$ cat config.mk
export PLATFORM = sky130hd
export DESIGN_NAME = alu4bit_responder_flat
export DESIGN_NICKNAME = d
export VERILOG_FILES = /design/src/rtl/alu4bit_responder_if.sv /design/src/rtl/alu4bit_responder.sv /design/src/flat_wrapper.sv
export SDC_FILE = /design/constraint.sdc
export NUM_CORES = 1
export LEC_CHECK = 0
export ABC_AREA = 1
export CAP_MARGIN = 20
export CORE_UTILIZATION = 45
export DETAILED_ROUTE_END_ITERATION = 7
export GPL_TIMING_DRIVEN = 1
export HOLD_SLACK_MARGIN = 0.1
export MAX_ROUTING_LAYER = met4
export PLACE_DENSITY_LB_ADDON = 0.1
export SYNTH_ARGS = -nofsm -noshare
export SYNTH_HDL_FRONTEND = slang
export SYNTH_SLANG_ARGS = --single-unit
$ cat constraint.sdc
create_clock -name clk -period 3.3 [get_ports clk]
set_input_delay 0.495 -clock clk [delete_from_list [all_inputs] [get_ports clk]]
set_output_delay 0.495 -clock clk [all_outputs]
set_load 0.005 [all_outputs]
$ cat src/rtl/alu4bit_responder_if.sv
// Request/response bundle for the ALU responder.
// The master side issues {a, b, sel} requests and consumes responses; the slave side
// (the responder) accepts requests and presents buffered results.
// Macro ALU_RSP_FLAGS_EN adds the rsp_zero / rsp_neg result flags to the bundle.
interface alu4bit_responder_if #(
    parameter int WIDTH = 4,
    parameter int CNT_W = 8
);
    logic             req_valid;
    logic             req_ready;
    logic [WIDTH-1:0] req_a;
    logic [WIDTH-1:0] req_b;
    logic [1:0]       req_sel;
    logic             rsp_valid;
    logic             rsp_ready;
    logic [WIDTH-1:0] rsp_result;
    logic             rsp_carry;
    logic [CNT_W-1:0] rsp_count;
`ifdef ALU_RSP_FLAGS_EN
    logic             rsp_zero;
    logic             rsp_neg;
`endif

    modport master (
        output req_valid, req_a, req_b, req_sel, rsp_ready,
        input  req_ready, rsp_valid, rsp_result, rsp_carry, rsp_count
`ifdef ALU_RSP_FLAGS_EN
        , input rsp_zero, rsp_neg
`endif
    );

    modport slave (
        input  req_valid, req_a, req_b, req_sel, rsp_ready,
        output req_ready, rsp_valid, rsp_result, rsp_carry, rsp_count
`ifdef ALU_RSP_FLAGS_EN
        , output rsp_zero, rsp_neg
`endif
    );
endinterface

$ cat src/rtl/alu4bit_responder.sv
// ALU request/response responder.
// Requests {a, b, sel} are evaluated combinationally (ADD/SUB/AND/OR) and written into a
// DEPTH-entry response FIFO at the accept edge; results leave in order on the response
// channel. All outputs come from flops, so there is no combinational req_* -> rsp_* path.
// Macro ALU_RSP_FLAGS_EN adds per-entry zero/negative flags on rsp_zero / rsp_neg.
module alu4bit_responder #(
    parameter int WIDTH = 4,
    parameter int DEPTH = 2,   // power of 2, >= 2
    parameter int CNT_W = 8
) (
    input  logic                clk,
    input  logic                rst_n,
    alu4bit_responder_if.slave  bus
);

    localparam int PTR_W = $clog2(DEPTH);
    localparam int OCC_W = $clog2(DEPTH + 1);

    typedef enum logic [1:0] {
        ST_EMPTY   = 2'd0,
        ST_PARTIAL = 2'd1,
        ST_FULL    = 2'd2
    } state_e;

    typedef struct packed {
        logic [WIDTH-1:0] result;
        logic             carry;
`ifdef ALU_RSP_FLAGS_EN
        logic             zero;
        logic             neg;
`endif
    } entry_t;

    state_e           state_q, state_d;
    logic [OCC_W-1:0] occ_q, occ_d;
    logic [PTR_W-1:0] wr_ptr_q, wr_ptr_d;
    logic [PTR_W-1:0] rd_ptr_q, rd_ptr_d;
    logic [CNT_W-1:0] count_q, count_d;
    logic             req_ready_q, req_ready_d;
    logic             rsp_valid_q, rsp_valid_d;
    entry_t           mem_q [DEPTH];
    entry_t           mem_d [DEPTH];

    entry_t           alu_entry;
    logic [WIDTH:0]   sum;
    logic [WIDTH:0]   diff;
    logic             push;
    logic             pop;

    assign push = bus.req_valid && req_ready_q;
    assign pop  = rsp_valid_q && bus.rsp_ready;

    // ALU: evaluate the presented request into a FIFO entry.
    always_comb begin
        // NOTE: every always_comb output gets a default first so no path leaves it
        // unassigned, which would otherwise infer a latch.
        alu_entry = '0;
        sum       = {1'b0, bus.req_a} + {1'b0, bus.req_b};
        diff      = {1'b0, bus.req_a} - {1'b0, bus.req_b};
        unique case (bus.req_sel)
            2'b00: begin
                alu_entry.result = sum[WIDTH-1:0];
                alu_entry.carry  = sum[WIDTH];
            end
            2'b01: begin
                // The extra bit of the widened difference is the borrow (a < b).
                alu_entry.result = diff[WIDTH-1:0];
                alu_entry.carry  = diff[WIDTH];
            end
            2'b10:   alu_entry.result = bus.req_a & bus.req_b;
            default: alu_entry.result = bus.req_a | bus.req_b;
        endcase
`ifdef ALU_RSP_FLAGS_EN
        alu_entry.zero = (alu_entry.result == '0);
        alu_entry.neg  = alu_entry.result[WIDTH-1];
`endif
    end

    // Next-state: FIFO control FSM, occupancy, pointers, storage and delivery counter.
    always_comb begin
        state_d  = state_q;
        occ_d    = occ_q;
        wr_ptr_d = wr_ptr_q;
        rd_ptr_d = rd_ptr_q;
        count_d  = count_q;
        mem_d    = mem_q;

        unique case (state_q)
            ST_EMPTY: begin
                if (push) state_d = ST_PARTIAL;
            end
            ST_PARTIAL: begin
                if (push && !pop && occ_q == OCC_W'(DEPTH - 1)) begin
                    state_d = ST_FULL;
                end else if (pop && !push && occ_q == OCC_W'(1)) begin
                    state_d = ST_EMPTY;
                end
            end
            ST_FULL: begin
                if (pop) state_d = ST_PARTIAL;
            end
            default: state_d = ST_EMPTY;
        endcase

        unique case ({push, pop})
            2'b10:   occ_d = occ_q + OCC_W'(1);
            2'b01:   occ_d = occ_q - OCC_W'(1);
            default: occ_d = occ_q;
        endcase

        if (push) begin
            mem_d[wr_ptr_q] = alu_entry;
            wr_ptr_d        = wr_ptr_q + PTR_W'(1);
        end
        if (pop) begin
            rd_ptr_d = rd_ptr_q + PTR_W'(1);
            count_d  = count_q + CNT_W'(1);
        end

        req_ready_d = (state_d != ST_FULL);
        rsp_valid_d = (state_d != ST_EMPTY);
    end

    // State registers with synchronous active-low reset.
    always_ff @(posedge clk) begin
        if (!rst_n) begin
            // NOTE: sequential state uses non-blocking assignments so every flop samples
            // pre-edge values regardless of statement order.
            state_q     <= ST_EMPTY;
            occ_q       <= '0;
            wr_ptr_q    <= '0;
            rd_ptr_q    <= '0;
            count_q     <= '0;
            req_ready_q <= 1'b1;
            rsp_valid_q <= 1'b0;
            // NOTE: the storage is reset too, because the head entry drives rsp_result
            // directly and must read 0 after reset; with a tiny FIFO this is cheap.
            mem_q       <= '{default: '0};
        end else begin
            state_q     <= state_d;
            occ_q       <= occ_d;
            wr_ptr_q    <= wr_ptr_d;
            rd_ptr_q    <= rd_ptr_d;
            count_q     <= count_d;
            req_ready_q <= req_ready_d;
            rsp_valid_q <= rsp_valid_d;
            mem_q       <= mem_d;
        end
    end

    assign bus.req_ready  = req_ready_q;
    assign bus.rsp_valid  = rsp_valid_q;
    assign bus.rsp_result = mem_q[rd_ptr_q].result;
    assign bus.rsp_carry  = mem_q[rd_ptr_q].carry;
    assign bus.rsp_count  = count_q;
`ifdef ALU_RSP_FLAGS_EN
    assign bus.rsp_zero   = mem_q[rd_ptr_q].zero;
    assign bus.rsp_neg    = mem_q[rd_ptr_q].neg;
`endif

endmodule
$ cat src/flat_wrapper.sv
// flat-port wrapper written by rule: the top's interface ports become plain ports
module alu4bit_responder_flat 
#(
    parameter int WIDTH = 4,
    parameter int DEPTH = 2,                      
    parameter int CNT_W = 8
)
  (clk, rst_n, bus_req_valid, bus_req_a, bus_req_b, bus_req_sel, bus_rsp_ready, bus_req_ready, bus_rsp_valid, bus_rsp_result, bus_rsp_carry, bus_rsp_count);
  alu4bit_responder_if #(.WIDTH(WIDTH), .CNT_W(CNT_W)) bus_i ();
  input  logic clk;
  input  logic rst_n;
  input wire logic [$bits(bus_i.req_valid)-1:0] bus_req_valid;
  input wire logic [$bits(bus_i.req_a)-1:0] bus_req_a;
  input wire logic [$bits(bus_i.req_b)-1:0] bus_req_b;
  input wire logic [$bits(bus_i.req_sel)-1:0] bus_req_sel;
  input wire logic [$bits(bus_i.rsp_ready)-1:0] bus_rsp_ready;
  output wire logic [$bits(bus_i.req_ready)-1:0] bus_req_ready;
  output wire logic [$bits(bus_i.rsp_valid)-1:0] bus_rsp_valid;
  output wire logic [$bits(bus_i.rsp_result)-1:0] bus_rsp_result;
  output wire logic [$bits(bus_i.rsp_carry)-1:0] bus_rsp_carry;
  output wire logic [$bits(bus_i.rsp_count)-1:0] bus_rsp_count;
  assign bus_i.req_valid = bus_req_valid;
  assign bus_i.req_a = bus_req_a;
  assign bus_i.req_b = bus_req_b;
  assign bus_i.req_sel = bus_req_sel;
  assign bus_i.rsp_ready = bus_rsp_ready;
  assign bus_req_ready = bus_i.req_ready;
  assign bus_rsp_valid = bus_i.rsp_valid;
  assign bus_rsp_result = bus_i.rsp_result;
  assign bus_rsp_carry = bus_i.rsp_carry;
  assign bus_rsp_count = bus_i.rsp_count;
  alu4bit_responder #(.WIDTH(WIDTH), .DEPTH(DEPTH), .CNT_W(CNT_W)) u_core (.clk(clk), .rst_n(rst_n), .bus(bus_i));
endmodule
; ---- Yosys cells after proc, flatten, opt, wreduce, memory -nomap -nowiden
; Index checks and enable logic that the tools add are counted.
[op_classes]
eq_ne = 8
muxes = 14
magnitude_cmp = 3
n_addsub = 7
n_bitwise = 4
n_reduce_logical = 13
[op_table]
columns = cell, n
row1 = 5-bit 2-to-1 mux, 4
row2 = 4-bit one-hot mux with 3 select lines, 1
row3 = 10-bit bitwise mux, 1
row4 = "8-bit by 1-bit adder with 8-bit output, second input constant", 1
row5 = "2-bit by 1-bit equality test with 1-bit output, second input constant", 4
row6 = 2-bit 2-to-1 mux, 4
row7 = 1-bit logical AND, 7
row8 = "2-bit equality test, second input constant", 3
row9 = 2-bit one-hot mux with 3 select lines, 1
row10 = 4-bit by 4-bit adder with 5-bit output, 1
row11 = 5-bit demux with 1-bit select, 1
row12 = 4-bit by 4-bit subtractor with 5-bit output, 1
row13 = 4-bit AND, 1
row14 = "2-bit greater-or-equal comparator, second input constant", 2
row15 = 2-bit logical NOT, 2
row16 = 1-bit inverter with 2-bit output, 2
row17 = 4-bit bitwise OR, 1
row18 = 2-bit one-hot mux with 2 select lines, 1
row19 = 2-bit nonzero test, 2
row20 = "1-bit adder, second input constant", 2
row21 = "2-bit by 1-bit adder with 2-bit output, second input constant", 1
row22 = 1-bit logical NOT, 2
row23 = "2-bit by 1-bit less-than comparator with 1-bit output, second input constant", 1
row24 = "2-bit inequality test, second input constant", 1
row25 = other kinds (2), 2
[totals]
ff_bits = 26
out_inout_bits = 15
inputBits = 14
elab_cells = 60

; ---- Depth between registers and ports, before layout
; Gate-level depths: netlist of run 1.
[logic_depth]
word_depth = 8
ltp_mapped = 10

; ---- Worst setup path before layout of run 1
; OpenSTA, ideal clock, no wires.
[synth_timing]
path_kind = input port to flip-flop
startpoint = input bus_req_a[0]
endpoint = register u_core.mem_q[8] (netlist name)
path_buffers = 0
arrival_ns = 1.625
stages = 9
slack_ns = 1.551
cell_sequence = inv_1 ha_1 inv_1 fa_1 or2_0 nand3_1 o211ai_1 nor2_1 a21oi_1
[synth_via]
elab_chain_cells = 3
[synth_rtl]
columns = element, line
row1 = "start, declared", flat_wrapper.sv:13  ; input wire logic [$bits(bus_i.req_a)-1:0] bus_req_a;
row2 = 4-bit by 4-bit subtractor with 5-bit output or 4-bit by 4-bit adder with 5-bit output (tied branches), "alu4bit_responder.sv:59, alu4bit_responder.sv:58"
row3 = 4-bit one-hot mux with 3 select lines (*), alu4bit_responder.sv:60  ; unique case (bus.req_sel)
row4 = 10-bit bitwise mux (*), alu4bit_responder.sv:112  ; mem_d[wr_ptr_q] = alu_entry;
row5 = "end signal, assigned", alu4bit_responder.sv:147  ; mem_q <= mem_d;
row6 = "end, declared", alu4bit_responder.sv:41  ; entry_t mem_q [DEPTH];
; Mark *: on every way between the ends. The rest lies on a longest branch, timed or not.
; A chain may end at the register's enable or synchronous reset.

; ---- Worst setup path after layout of run 1
[layout_timing]
startpoint = register u_core.rd_ptr_q
endpoint = output bus_rsp_result[2]
[layout_via]
elab_chain_cells = 4
[layout_rtl]
columns = element, line
row1 = "start, declared", alu4bit_responder.sv:37  ; logic [PTR_W-1:0] rd_ptr_q, rd_ptr_d;
row2 = "start signal, assigned", alu4bit_responder.sv:143  ; rd_ptr_q <= rd_ptr_d;
row3 = 1-bit inverter with 2-bit output (not written as such), alu4bit_responder.sv:153  ; assign bus.rsp_result = mem_q[rd_ptr_q].result;
row4 = 5-bit 2-to-1 mux (not written as such) (3 in series), alu4bit_responder.sv:153
row5 = "end, declared", flat_wrapper.sv:19  ; output wire logic [$bits(bus_i.rsp_result)-1:0] bus_rsp_result;
; Every way passes these cells. The select of a mux whose other input is x is not followed.

==> results.yml, run 1 <==
power:
  p_clk_frac: 0.304
  p_comb_frac: 0.218
  ir_drop_mv: 0.169
  p_per_area_nw_per_um2: 374
  p_leak_uw: 0.000865
  p_sw_frac: 0.267
  p_sw_uw: 193
  p_seq_frac: 0.478
  internal_power_uw: 530
cts:
  holdBufCountCts: 0
  numCtsBuffers: 3
  clk_pin_slew_worst_paths_ps: 150
  cts_resized: 0
  cts_htree_levels: 1
  cts.sinks: 26
  post_cts_buffers: 0
  cts.path.max_buffers: 2
  insertion_delay_ps: 320
  cts_tree: "built"
  cts_root_buffer: "clkbuf_4"
yosys:
  syn_avg_cell_area_um2: 7.14
  syn_nets: 246
  synthCells: 216
  syn_area_um2: 1540
  synthArstFlopShare: 0
  yosysTopAreaCellShare: 0.337
  synth_edf_count: 0
  ys_top_cells_by_area: "dfxtp_1 (34%), ha_1 (11%), inv_1 (10%), nand2_1 (9.0%), o21ai_0 (6.8%)"
  synth_seq_area_share: 0.337
  ys.flop_type: "dfxtp_1"
  ys_ff_latch: 26
  synth_top_area_cell: "dfxtp_1"
  synth_warnings: 0
  synth.distinct_cells: 28
worst_setup_path:
  r2r_slack_ps: 1980
  critPathCaptureType: "output port"
  cp_slowest_stage_delay_ps: 530
  start_kind: "register"
  path_cells: "inv_1 -> o21ai_0 -> clkdlybuf4s50_1"
  path_class: "register to output port"
  cp.required_ps: 2800
  arrival_ps: 1660
  worst_path_max_delay_cell: "clkdlybuf4s50_1"
  worstPathMaxFanout: 8
die:
  rows: 20
  die_h_um: 60.6
  initial_utilization: 0.489
  die-area_um2: 3670
  chipWidth_um: 60.6
  core_um2: 3150
  io_pins: 29
sta:
  tns_ps: 0
  finalMaxSlewViolations: 0
  worst_slew_pin_slew_ps: 372
  period_share: 0.653
  relSlewSlack: 0.750
  min_period_ps: 2150
  max_freq_mhz: 464
  setup_violations: 0
  rsz0062_at_grt: "no"
  fin_skew_ps: 8.23
  timing.hold.ws_ps: 467
  hold_viol: 0
finish:
  finalNetCount: 279
  num-fill-cells: 320
  area_growth_pct: 25.4
  drive_gt1_frac: 0.0524
  layout_common_cells: "inv_1 (42), nand2_1 (37), clkdlybuf4s50_1 (28)"
  multiInputGateArea_um2: 861
  area.sequential_um2: 520
  n_antenna_cell: 0
  post-route-util: 0.613
  finalNonFillerCells: 292
  final_common_cell: "inv_1"
placement:
  hpwl_mm: 2.45
  port_buffers: 28
  routabilityCongestion: 0.866
  placed_cells: 288
global_routing:
  grt_antenna_before_repair: 0
  grt_util_all_layers: 0.199
  grt_pass1_wl_mm: 5.37
  grt_pass1_vias: 1273
  grt_overflow_total: 0
  grt_max_degree: 16
flow_run:
  cap_violations: 0
route:
  drc_errors: 0
  routed_via_density: 4.82
  drt-total-wl_mm: 3.03
  antenna_left: 0
  first_pass_iters: 4
  drt-wirelength-per-cell_um: 10.4
  dr_total_vias: 1406
  drtIter0Drc: 75
worst_hold_path:
  hp-class: "register to register"
status:
  status: "complete, no violations"
## through the flow
stage	area (um^2)	power, uW	setup slack (ps)
2_1_floorplan	1540	445	1550
3_3_place_gp	1880	508	864
3_5_place_dp	1880	510	874
4_1_cts	1930	727	1120
5_1_grt	1930	770	1020
6_report	1930	723	1150
## registers in the layout, indices dropped and copies added (netlist names)
register and cells:
u_core.bus.req_ready 1, u_core.bus.rsp_count 8, u_core.bus.rsp_valid 1, u_core.mem_q 10, u_core.occ_q 2, u_core.rd_ptr_q 1, u_core.state_q 2, u_core.wr_ptr_q 1
## critical path, delay by kind of cell (launching register included)
family | cells | cell delay, ps
DFF | 1 | 430
buffers and inverters | 2 | 680
AOI/OAI and AO/OA | 1 | 220
## worst paths after layout
path                            cells after the start            startpoint                   end
worst min-delay path                                2       u_core.mem_q[4]       u_core.mem_q[4]
worst min register to register                      2       u_core.mem_q[4]       u_core.mem_q[4]
worst max register to register                      7  u_core.bus.rsp_valid  u_core.bus.rsp_valid
worst max-delay path                                3       u_core.rd_ptr_q     bus_rsp_result[2]
## power groups by stage
stage | sequential, uW | combinational, uW | clock, uW
after floorplan | 351 | 94.0 | 0
after global placement | 352 | 155 | 0
after detailed placement | 353 | 158 | 0
after CTS | 346 | 159 | 223
after global routing | 349 | 182 | 239
final | 346 | 157 | 220
## cells in the mapped netlist (2+ instances only)
cell type,number
inv_1,42
nand2_1,37
dfxtp_1,26
o21ai_0,21
a21oi_1,18
nor2_1,17
nand3_1,16
ha_1,14
nor3_1,3
fa_1,2
o22ai_1,2
or2_0,2
## per-layer routing
layer,vias up,track usage,wire [um],part of all wire
li1,754,-,-,-
met5,-,-,0,0
met3,5,0.0256,130,0.043
met2,34,0.342,1450,0.48
met4,0,0.0487,29,0.0096
met1,613,0.246,1410,0.47
## cell families (layout without fill, tap and decap cells)
| group | count (synthesis) | in the layout | synth area share |
|---|---|---|---|
| compound gates | 45 | 45 | 0.153 |
| buf+inv | 43 | 75 | 0.105 |
| fa+ha+maj | 16 | 16 | 0.139 |
| mux | 1 | 1 | 0.00730 |
| simple gates | 85 | 85 | 0.258 |
| flops | 26 | 26 | 0.337 |
## cell type report
cell class / instances / area share
Clock inverter: 1 / 0.0155
Timing Repair Buffer: 29 / 0.149
Inverter: 42 / 0.0815
Tap cell: 44 / 0.0285
Sequential cell: 26 / 0.269
Multi-Input combinational cell: 147 / 0.445
Clock buffer: 3 / 0.0116
No activity file was read; power rests on OpenSTA's default activity.
==> inputs of run 2 (changes only) <==
==> constraint.sdc (replaced) <==
create_clock -name clk -period 2.1 [get_ports clk]
set_input_delay 0.315 -clock clk [delete_from_list [all_inputs] [get_ports clk]]
set_output_delay 0.315 -clock clk [all_outputs]
set_load 0.005 [all_outputs]
==> results.yml, run 2 (synthesis results as in run 1) <==
status:
  status: "complete, no violations"
global_routing:
  grt_antenna_before_repair: 0
  grt_util_all_layers: 0.186
  grt_pass1_vias: 1215
  grt_overflow_total: 0
  grt_max_degree: 16
  grt_pass1_wl_mm: 5.07
route:
  drt-total-wl_mm: 2.97
  drtIter0Drc: 83
  dr_total_vias: 1432
  first_pass_iters: 4
  routed_via_density: 4.79
  antenna_left: 0
  drt-wirelength-per-cell_um: 9.94
  drc_errors: 0
worst_setup_path:
  cp_top_family: "buffers and inverters"
  reg2reg_to: "u_core.mem_q[5]"
  path_class: "register to output port"
  arrival_ps: 1630
  critPathCaptureType: "output port"
  worstPathMaxFanout: 8
  rr_startpoint: "u_core.bus.req_ready"
  path_cells: "inv_1 -> o21ai_0 -> clkdlybuf4s50_1"
  worst_path_max_delay_cell: "clkdlybuf4s50_1"
  start_kind: "register"
  reg2regPathDepth: 6
  cp.required_ps: 1780
  critPathBufInv: 2
  r2r_slack_ps: 800
  cp_slowest_stage_delay_ps: 530
cts:
  post_cts_buffers: 0
  cts_resized: 0
  cts_root_buffer: "clkbuf_4"
  cts.path.max_buffers: 2
  insertion_delay_ps: 320
  cts_tree: "built"
  clk_pin_slew_worst_paths_ps: 150
  cts_htree_levels: 1
  numCtsBuffers: 3
  holdBufCountCts: 0
  cts.sinks: 26
power:
  p_leak_uw: 0.000899
  p_per_area_nw_per_um2: 577
  ir_drop_mv: 0.251
finish:
  regMostFlops: "u_core.mem_q"
  final_common_cell: "inv_1"
  num-fill-cells: 315
  multiInputGateArea_um2: 861
  post-route-util: 0.630
  design_area_um2: 1990
  n_antenna_cell: 0
  drive_gt1_frac: 0.0784
  area.sequential_um2: 520
  area_growth_pct: 28.8
  finalNonFillerCells: 299
  finalNetCount: 286
  layout_common_cells: "inv_1 (42), nand2_1 (37), clkdlybuf4s50_1 (28)"
  largest_reg_flops: 10
placement:
  hpwl_mm: 2.44
  placed_cells: 295
  postPlaceCellArea_um2: 1930
  port_buffers: 28
  preCtsSetupSlack_ps: -85.3
  routabilityCongestion: 0.888
die:
  rows: 20
  core_um2: 3150
  chipWidth_um: 60.6
  io_pins: 29
  initial_utilization: 0.489
  die-area_um2: 3670
  die_h_um: 60.6
flow_run:
  cap_violations: 0
sta:
  max_freq_mhz: 514
  hold_viol: 0
  setup_violations: 0
  fin_skew_ps: 7.35
  relSlewSlack: 0.765
  layout_setup_ws_ps: 154
  rsz0062_at_grt: "no"
  worst_slew_pin_slew_ps: 350
  min_period_ps: 1950
  period_share: 0.927
  finalMaxSlewViolations: 0
  tns_ps: 0
worst_hold_path:
  min_to: "u_core.mem_q[2]"
  holdCritStartpoint: "u_core.mem_q[2]"
  hp-class: "register to register"
  hold_depth: 2
[run 2: cell count changes in the layout (fill, tap and decap cells not counted), sizes merged]
| cell | before | now |
|---|---|---|
| buf | 1 | 8 |
[run 2: tightest hold or removal path, cell delays in order, from the launching register on]
cell     delay [ps]
dfxtp_1         340
nand2_1          50
o21ai_1          50
[run 2: worst max-delay path by stage]
| stage | cells after the start | end | startpoint | slack (ps) |
|---|---|---|---|---|
| 6_report | 3 | bus_rsp_result[0] | u_core.rd_ptr_q | 150 |
| 5_1_grt | 3 | bus_rsp_result[0] | u_core.rd_ptr_q | 40 |
| 4_1_cts | 3 | bus_rsp_result[0] | u_core.rd_ptr_q | 140 |
| 3_5_place_dp | 9 | u_core.mem_q[7] | bus_req_a[0] | -90 |
| 3_3_place_gp | 9 | u_core.mem_q[7] | bus_req_a[0] | -40 |
| 2_1_floorplan | 9 | u_core.mem_q[8] | bus_req_a[0] | 530 |
[run 2: per-layer routing]
| layer | vias to the layer above | GRT usage | share of wire | wire [um] |
|---|---|---|---|---|
| met1 | 632 | 0.235 | 0.51 | 1500 |
| met2 | 29 | 0.316 | 0.45 | 1350 |
| met3 | 2 | 0.0384 | 0.038 | 113 |
| met4 | 0 | 0.0195 | 0.0034 | 10 |
| met5 | - | - | 0 | 0 |
| li1 | 769 | - | - | - |
[run 2: cell type report]
type,count,area share
clock inverter,1,0.0151
clock buffer,3,0.0113
tap,44,0.0277
timing repair buffer,36,0.171
inverter,42,0.0793
sequential,26,0.262
multi-input combinational,147,0.433
[run 2: stage by stage]
| stage | hold WS, ps | total power, uW |
|---|---|---|
| after floorplan | 426 | 699 |
| after global placement | 450 | 809 |
| after detailed placement | 451 | 812 |
| after CTS | 471 | 1160 |
| after global routing | 496 | 1220 |
| final | 473 | 1150 |
[run 2: where the power goes]
part	switching (uW)	internal [uW]
sequential	19.5	524
combinational	132	125
clock	153	193
total	305	842
==> inputs of run 3 (changes only) <==
--- a/config.mk
+++ b/config.mk
@@ -13,6 +13,7 @@
 export HOLD_SLACK_MARGIN = 0.1
 export MAX_ROUTING_LAYER = met4
 export PLACE_DENSITY_LB_ADDON = 0.1
+export SKIP_CTS_REPAIR_TIMING = 1
 export SYNTH_ARGS = -nofsm -noshare
 export SYNTH_HDL_FRONTEND = slang
 export SYNTH_SLANG_ARGS = --single-unit
==> results of run 3 <==
No change in the layout: final DEF, timing and power equal those of run 2.
==> edit 1, RTL diff (flow settings as in run 2) <==
`CNT_W` is set to 8 in 3 places; all go to 12.
--- a/src/rtl/alu4bit_responder_if.sv
+++ b/src/rtl/alu4bit_responder_if.sv
@@ -4,7 +4,7 @@
 // Macro ALU_RSP_FLAGS_EN adds the rsp_zero / rsp_neg result flags to the bundle.
 interface alu4bit_responder_if #(
     parameter int WIDTH = 4,
-    parameter int CNT_W = 8
+    parameter int CNT_W = 12
 );
     logic             req_valid;
     logic             req_ready;
--- a/src/rtl/alu4bit_responder.sv
+++ b/src/rtl/alu4bit_responder.sv
@@ -6,7 +6,7 @@
 module alu4bit_responder #(
     parameter int WIDTH = 4,
     parameter int DEPTH = 2,   // power of 2, >= 2
-    parameter int CNT_W = 8
+    parameter int CNT_W = 12
 ) (
     input  logic                clk,
     input  logic                rst_n,
--- a/src/flat_wrapper.sv
+++ b/src/flat_wrapper.sv
@@ -3,7 +3,7 @@
 #(
     parameter int WIDTH = 4,
     parameter int DEPTH = 2,                      
-    parameter int CNT_W = 8
+    parameter int CNT_W = 12
 )
   (clk, rst_n, bus_req_valid, bus_req_a, bus_req_b, bus_req_sel, bus_rsp_ready, bus_req_ready, bus_rsp_valid, bus_rsp_result, bus_rsp_carry, bus_rsp_count);
   alu4bit_responder_if #(.WIDTH(WIDTH), .CNT_W(CNT_W)) bus_i ();
Interface: changed (resized bus_rsp_count); port bits go from 29 to 33. No check against the original RTL was run, so the function may have changed too.
==> edit 1 against run 2 <==
Synthesized area up 15%. Synthesized cell count increased by 15%. Clock power increased by 33%. Count of clock-buffer cells in the layout up 4. Design area increased by 14%. Sequential power increased by 14%. Sequential cell count increased by 4. Largest cell class unchanged. Non-clock buffer count up 1. Die area rose by 14%. Critical endpoint is now bus_rsp_result[2]. Power grew 17%. Routed wire length up 11%. Utilization fell by 2.3 points. Worst setup slack got worse by 0.0059 ns.
==> edit 1: results (changes against run 2) <==
.. list-table::
   :header-rows: 1

   * - Metric
     - Value
   * - Result of the run
     - completed
   * - Length of routed wiring on met1
     - 1.668 mm (+11%)
   * - Hold Crit Depth
     - 1 (-1)
   * - Number of buffer cells added on primary ports
     - 32 (+14%)
   * - Flip-flop count of the largest register, all copies and words added
     - 12 (+2)
   * - Initial standard-cell utilization of the core
     - 0.4768 (-0.01252)
   * - Post-layout nets
     - 319 (+12%)
   * - Worst-path fanout max
     - 10 (+2)
   * - Adder and majority cell fraction of the synthesized area
     - 0.1215 (-0.01803)
   * - Beginning of the worst register-to-register path
     - u_core.bus.rsp_count[0]
   * - Internal power
     - 0.9854 mW (+17%)
   * - Fraction of synthesized area in multiplexers
     - 0.006356 (-0.0009433)
   * - Setup slack after placement
     - -0.07053 ns (+0.01477 ns)
   * - Setup slack on the worst flop-to-flop path
     - 0.73 ns (-0.07 ns)
   * - Seq/Total Area, Yosys
     - 0.3390 (+0.001595)
   * - Clock latency reported for the late side of the worst-skew pair
     - 0.27 ns (-0.05 ns)
   * - Startpoint of the worst hold path
     - u_core.occ_q[0]
   * - Detailed-route wire length
     - 3.287 mm (+11%)
   * - First-pass GRT wire length
     - 5.816 mm (+15%)
   * - Routed wire per std cell
     - 9.725 um (-2.2%)
   * - Cells after DPL
     - 330 (+12%)
   * - Max H-tree Level
     - 2 (+1)
   * - Number of global-route vias before repair
     - 1392 (+15%)
   * - Ratio of cells with drive above 1 in the final layout
     - 0.08276 (+0.004327)
   * - Post-synthesis share of cell area spent on xor and xnor gates
     - 0.009887 (+0.009887)
   * - Clock skew
     - 0.005763 ns (-0.001586 ns)
   * - Compound-cell area share of the yosys netlist
     - 0.1419 (-0.01134)
   * - Total clock buffers created by CTS
     - 5 (+2)
   * - Metal2 WL
     - 1.455 mm (+8.1%)
   * - Number of DRC markers after the initial detailed-route iteration
     - 94 (+13%)
   * - Number of cells produced by synthesis
     - 249 (+15%)
   * - Number of unique standard cell types used by synthesis
     - 30 (+7.1%)
   * - Number of cell instances on the worst register-to-register path
     - 10 (+4)
   * - Met1 Use GR
     - 0.2289 (-0.006366)
   * - # fillers
     - 371 (+18%)
   * - Overall routing resource usage
     - 0.1826 (-0.003165)
==> edit 1: cell count changes after synthesis, moves of 3 or more <==
cell / change
nand3_1: -3
nor2_4: +3
o21ai_1: +3
nor2_1: +8
o21ai_0: -3
nand2_1: +7
dfxtp_1: +4
nor3_1: +3
==> edit 1: power groups by stage <==
stage          logic, mW  clock network, mW  registers [mW]
3_5_place_dp       0.257                  0           0.633
2_1_floorplan      0.159                  0           0.630
4_1_cts            0.258              0.476           0.621
6_report           0.257              0.459           0.621
3_3_place_gp       0.256                  0           0.632
5_1_grt            0.292              0.506           0.624
==> edit 1: layout make-up <==
cell class	instances	area [um^2]	share of cell area
well taps	48	60.06	0.02662
clock inverters	1	5.005	0.002219
flip-flops and latches	30	600.6	0.2662
clock buffers	7	86.33	0.03827
multi-input cells	169	973.4	0.4315
inverters	46	172.7	0.07654
repair buffers	37	357.8	0.1586
==> edit 1: worst max path at each step <==
stage                              endpoint  slack (ns)  depth (start not counted)
after floorplan             u_core.mem_q[8]        0.59                          9
after global placement      u_core.mem_q[8]       -0.01                         10
after detailed placement    u_core.mem_q[8]       -0.07                         10
after CTS                 bus_rsp_result[2]        0.10                          3
after global routing      bus_rsp_result[2]        0.04                          3
final                     bus_rsp_result[2]        0.15                          3
==> edit 1: cell families (layout without fill, tap and decap cells) <==
kind of cell,Yosys count,after routing
xor gates and xnor gates,2,2
and+or+nand+nor,102,102
AOI/OAI and AO/OA,48,48
buffers and inverters,50,91
DFF,30,30
muxes,1,1
adders and majority gates,16,16
==> edit 1: through the flow <==
stage | hold WS (ns) | instance area, um^2
final | 0.4584 | 2256
after global routing | 0.4974 | 2256
after CTS | 0.4609 | 2256
after detailed placement | 0.4510 | 2165
after global placement | 0.4498 | 2165
after floorplan | 0.4291 | 1772
==> edit 2, RTL diff (settings of run 2) <==
Made on the original files. Re-encode `state_e` (3 states) as one-hot, 3 bits wide.
--- a/src/rtl/alu4bit_responder.sv
+++ b/src/rtl/alu4bit_responder.sv
@@ -16,10 +16,10 @@
     localparam int PTR_W = $clog2(DEPTH);
     localparam int OCC_W = $clog2(DEPTH + 1);
 
-    typedef enum logic [1:0] {
-        ST_EMPTY   = 2'd0,
-        ST_PARTIAL = 2'd1,
-        ST_FULL    = 2'd2
+    typedef enum logic [2:0] {
+        ST_EMPTY   = 3'b001,
+        ST_PARTIAL = 3'b010,
+        ST_FULL    = 3'b100
     } state_e;
 
     typedef struct packed {
Behaviour: same outputs for any inputs over 10 cycles, from zero or initial values and one cycle with rst_n low; not proved beyond that.
==> edit 2 against run 2 <==
Design area is essentially flat. Via count grew 1.4%. Worst hold slack lost 0.015 ns. Register-to-register slack lost 0.08 ns. Synthesized area grew 4.1%. Die area grew 4.0%. Global-route usage grew 0.23 points. Sequential cell count grew 1. Routed wire length grew 0.84%. Clock skew grew 0.0095 ns. Critical endpoint is now bus_rsp_result[2]. Worst setup slack gained 0.036 ns. Highest routed layer unchanged.
Power is not compared: it rests on default switching activity, and its combinational part moved more than twofold at a synthesized area within 25%.
==> edit 2: results (changes against run 2) <==
.. list-table::
   :header-rows: 1

   * - Metric
     - Value
   * - Average cell area after synthesis
     - 7.109 um^2 (-0.47%)
   * - Placed inst area
     - 1956 um^2 (+1.1%)
   * - Clock skew
     - 0.01686 ns (+0.009512 ns)
   * - Startpoint of the worst hold path
     - u_core.mem_q[4]
   * - Post-layout nets
     - 291 (+1.7%)
   * - Leading cell types by total area after synthesis
     - dfxtp_1 (34%), ha_1 (11%), inv_1 (9.6%)
   * - First-pass GRT wire length
     - 5.147 mm (+1.5%)
   * - Pin count of the biggest net entering global routing
     - 17 (+1)
   * - Measured slew at the worst slew-check pin
     - 0.4991 ns (+0.1488 ns)
   * - R2R Path End
     - u_core.bus.req_ready
   * - Post-synthesis share of cell area spent on xor and xnor gates
     - 0.005452 (+0.005452)
   * - Seq/Total Area, Yosys
     - 0.3364 (-0.0009399)
   * - Met1 Use GR
     - 0.2573 (+0.02211)
   * - Setup slack after placement
     - -0.1233 ns (-0.03804 ns)
   * - Number of unique standard cell types used by synthesis
     - 26 (-7.1%)
   * - Beginning of the worst register-to-register path
     - u_core.bus.rsp_valid
   * - Fraction of synthesized area in multiplexers
     - 0 (-0.007299)
   * - Routed wire per std cell
     - 9.794 um (-1.5%)
   * - Commonest cells post-synth
     - inv_1 (41), nand2_1 (36), dfxtp_1 (27), nor2_1 (21), a21oi_1 (19)
   * - Number of DRC markers after the initial detailed-route iteration
     - 79 (-4.8%)
   * - Average via count per standard cell
     - 4.745 (-0.92%)
   * - Number of nets produced by synthesis
     - 256 (+4.1%)
   * - Result of the run
     - completed
   * - Metal2 WL
     - 1.224 mm (-9.1%)
   * - HPWL after detailed placement
     - 2.445 mm (+0.16%)
   * - Number of cell instances on the worst register-to-register path
     - 8 (+2)
   * - Post-route setup slack
     - 0.1893 ns (+0.03567 ns)
   * - Routing usage on met2
     - 0.2719 (-0.04365)
   * - Arrival time of the worst setup path
     - 1.60 ns (-0.03 ns)
   * - Overall routing resource usage
     - 0.1880 (+0.002256)
   * - Length of routed met3 wiring
     - 160 um (+42%)
   * - Number of global-route vias before repair
     - 1230 (+1.2%)
   * - Cells after DPL
     - 302 (+2.4%)
   * - Hold Worst Slack
     - 0.4577 ns (-0.01502 ns)
   * - # fillers
     - 337 (+7.0%)
   * - Worst Hold End
     - u_core.mem_q[4]
   * - Clock latency reported for the late side of the worst-skew pair
     - 0.34 ns (+0.02 ns)
   * - Adder and majority cell fraction of the synthesized area
     - 0.1340 (-0.005541)
-- edit 2: cell count changes in the layout (fill, tap and decap cells not counted), sizes merged, moves of 2 or more --
| cell | change |
|---|---|
| buf | -3 |
| inv | +3 |
| nand2 | -2 |
| nand3 | -2 |
| nand3b | +2 |
| nor2 | +6 |
| o21ai | -2 |
| o22ai | +3 |
-- edit 2: worst max-delay path by stage --
stage | end | cells past startpoint
final | bus_rsp_result[2] | 3
after detailed placement | u_core.mem_q[8] | 9
after floorplan | u_core.mem_q[8] | 8
after global routing | bus_rsp_result[1] | 4
after global placement | u_core.mem_q[8] | 9
after CTS | bus_rsp_result[2] | 3
-- edit 2: area by class of cell --
class / instances / area, um^2 / area share
Clock buffer: 3 / 22.52 / 0.01134
Clock inverter: 1 / 7.507 / 0.003781
Inverter: 45 / 168.9 / 0.08507
Multi-Input combinational cell: 151 / 870.8 / 0.4386
Sequential cell: 27 / 540.5 / 0.2722
Tap cell: 46 / 57.56 / 0.02899
Timing Repair Buffer: 33 / 317.8 / 0.1601
-- edit 2: power groups by stage --
stage / registers, mW / clock network, mW / logic [mW]
finish: 0.671 / 0.233 / 0.604
global route: 0.684 / 0.263 / 0.702
CTS: 0.672 / 0.243 / 0.607
detailed placement: 0.683 / 0 / 0.604
global placement: 0.684 / 0 / 0.598
floorplan: 0.679 / 0 / 0.399
-- edit 2: kinds of logic (layout without fill, tap and decap cells) --
kind of cell / count (synthesis) / in the layout
buffers and inverters: 48 / 82
adder cells (fa/ha/maj): 16 / 16
XOR/XNOR: 1 / 1
AND/OR/NAND/NOR: 86 / 86
flip-flops: 27 / 27
AO/OA/AOI/OAI: 48 / 48
-- edit 2: worst min-delay path: stages, from the launching register on --
cell     delay (ns)
dfxtp_1        0.33
nand2_1        0.06
nand2_1        0.04
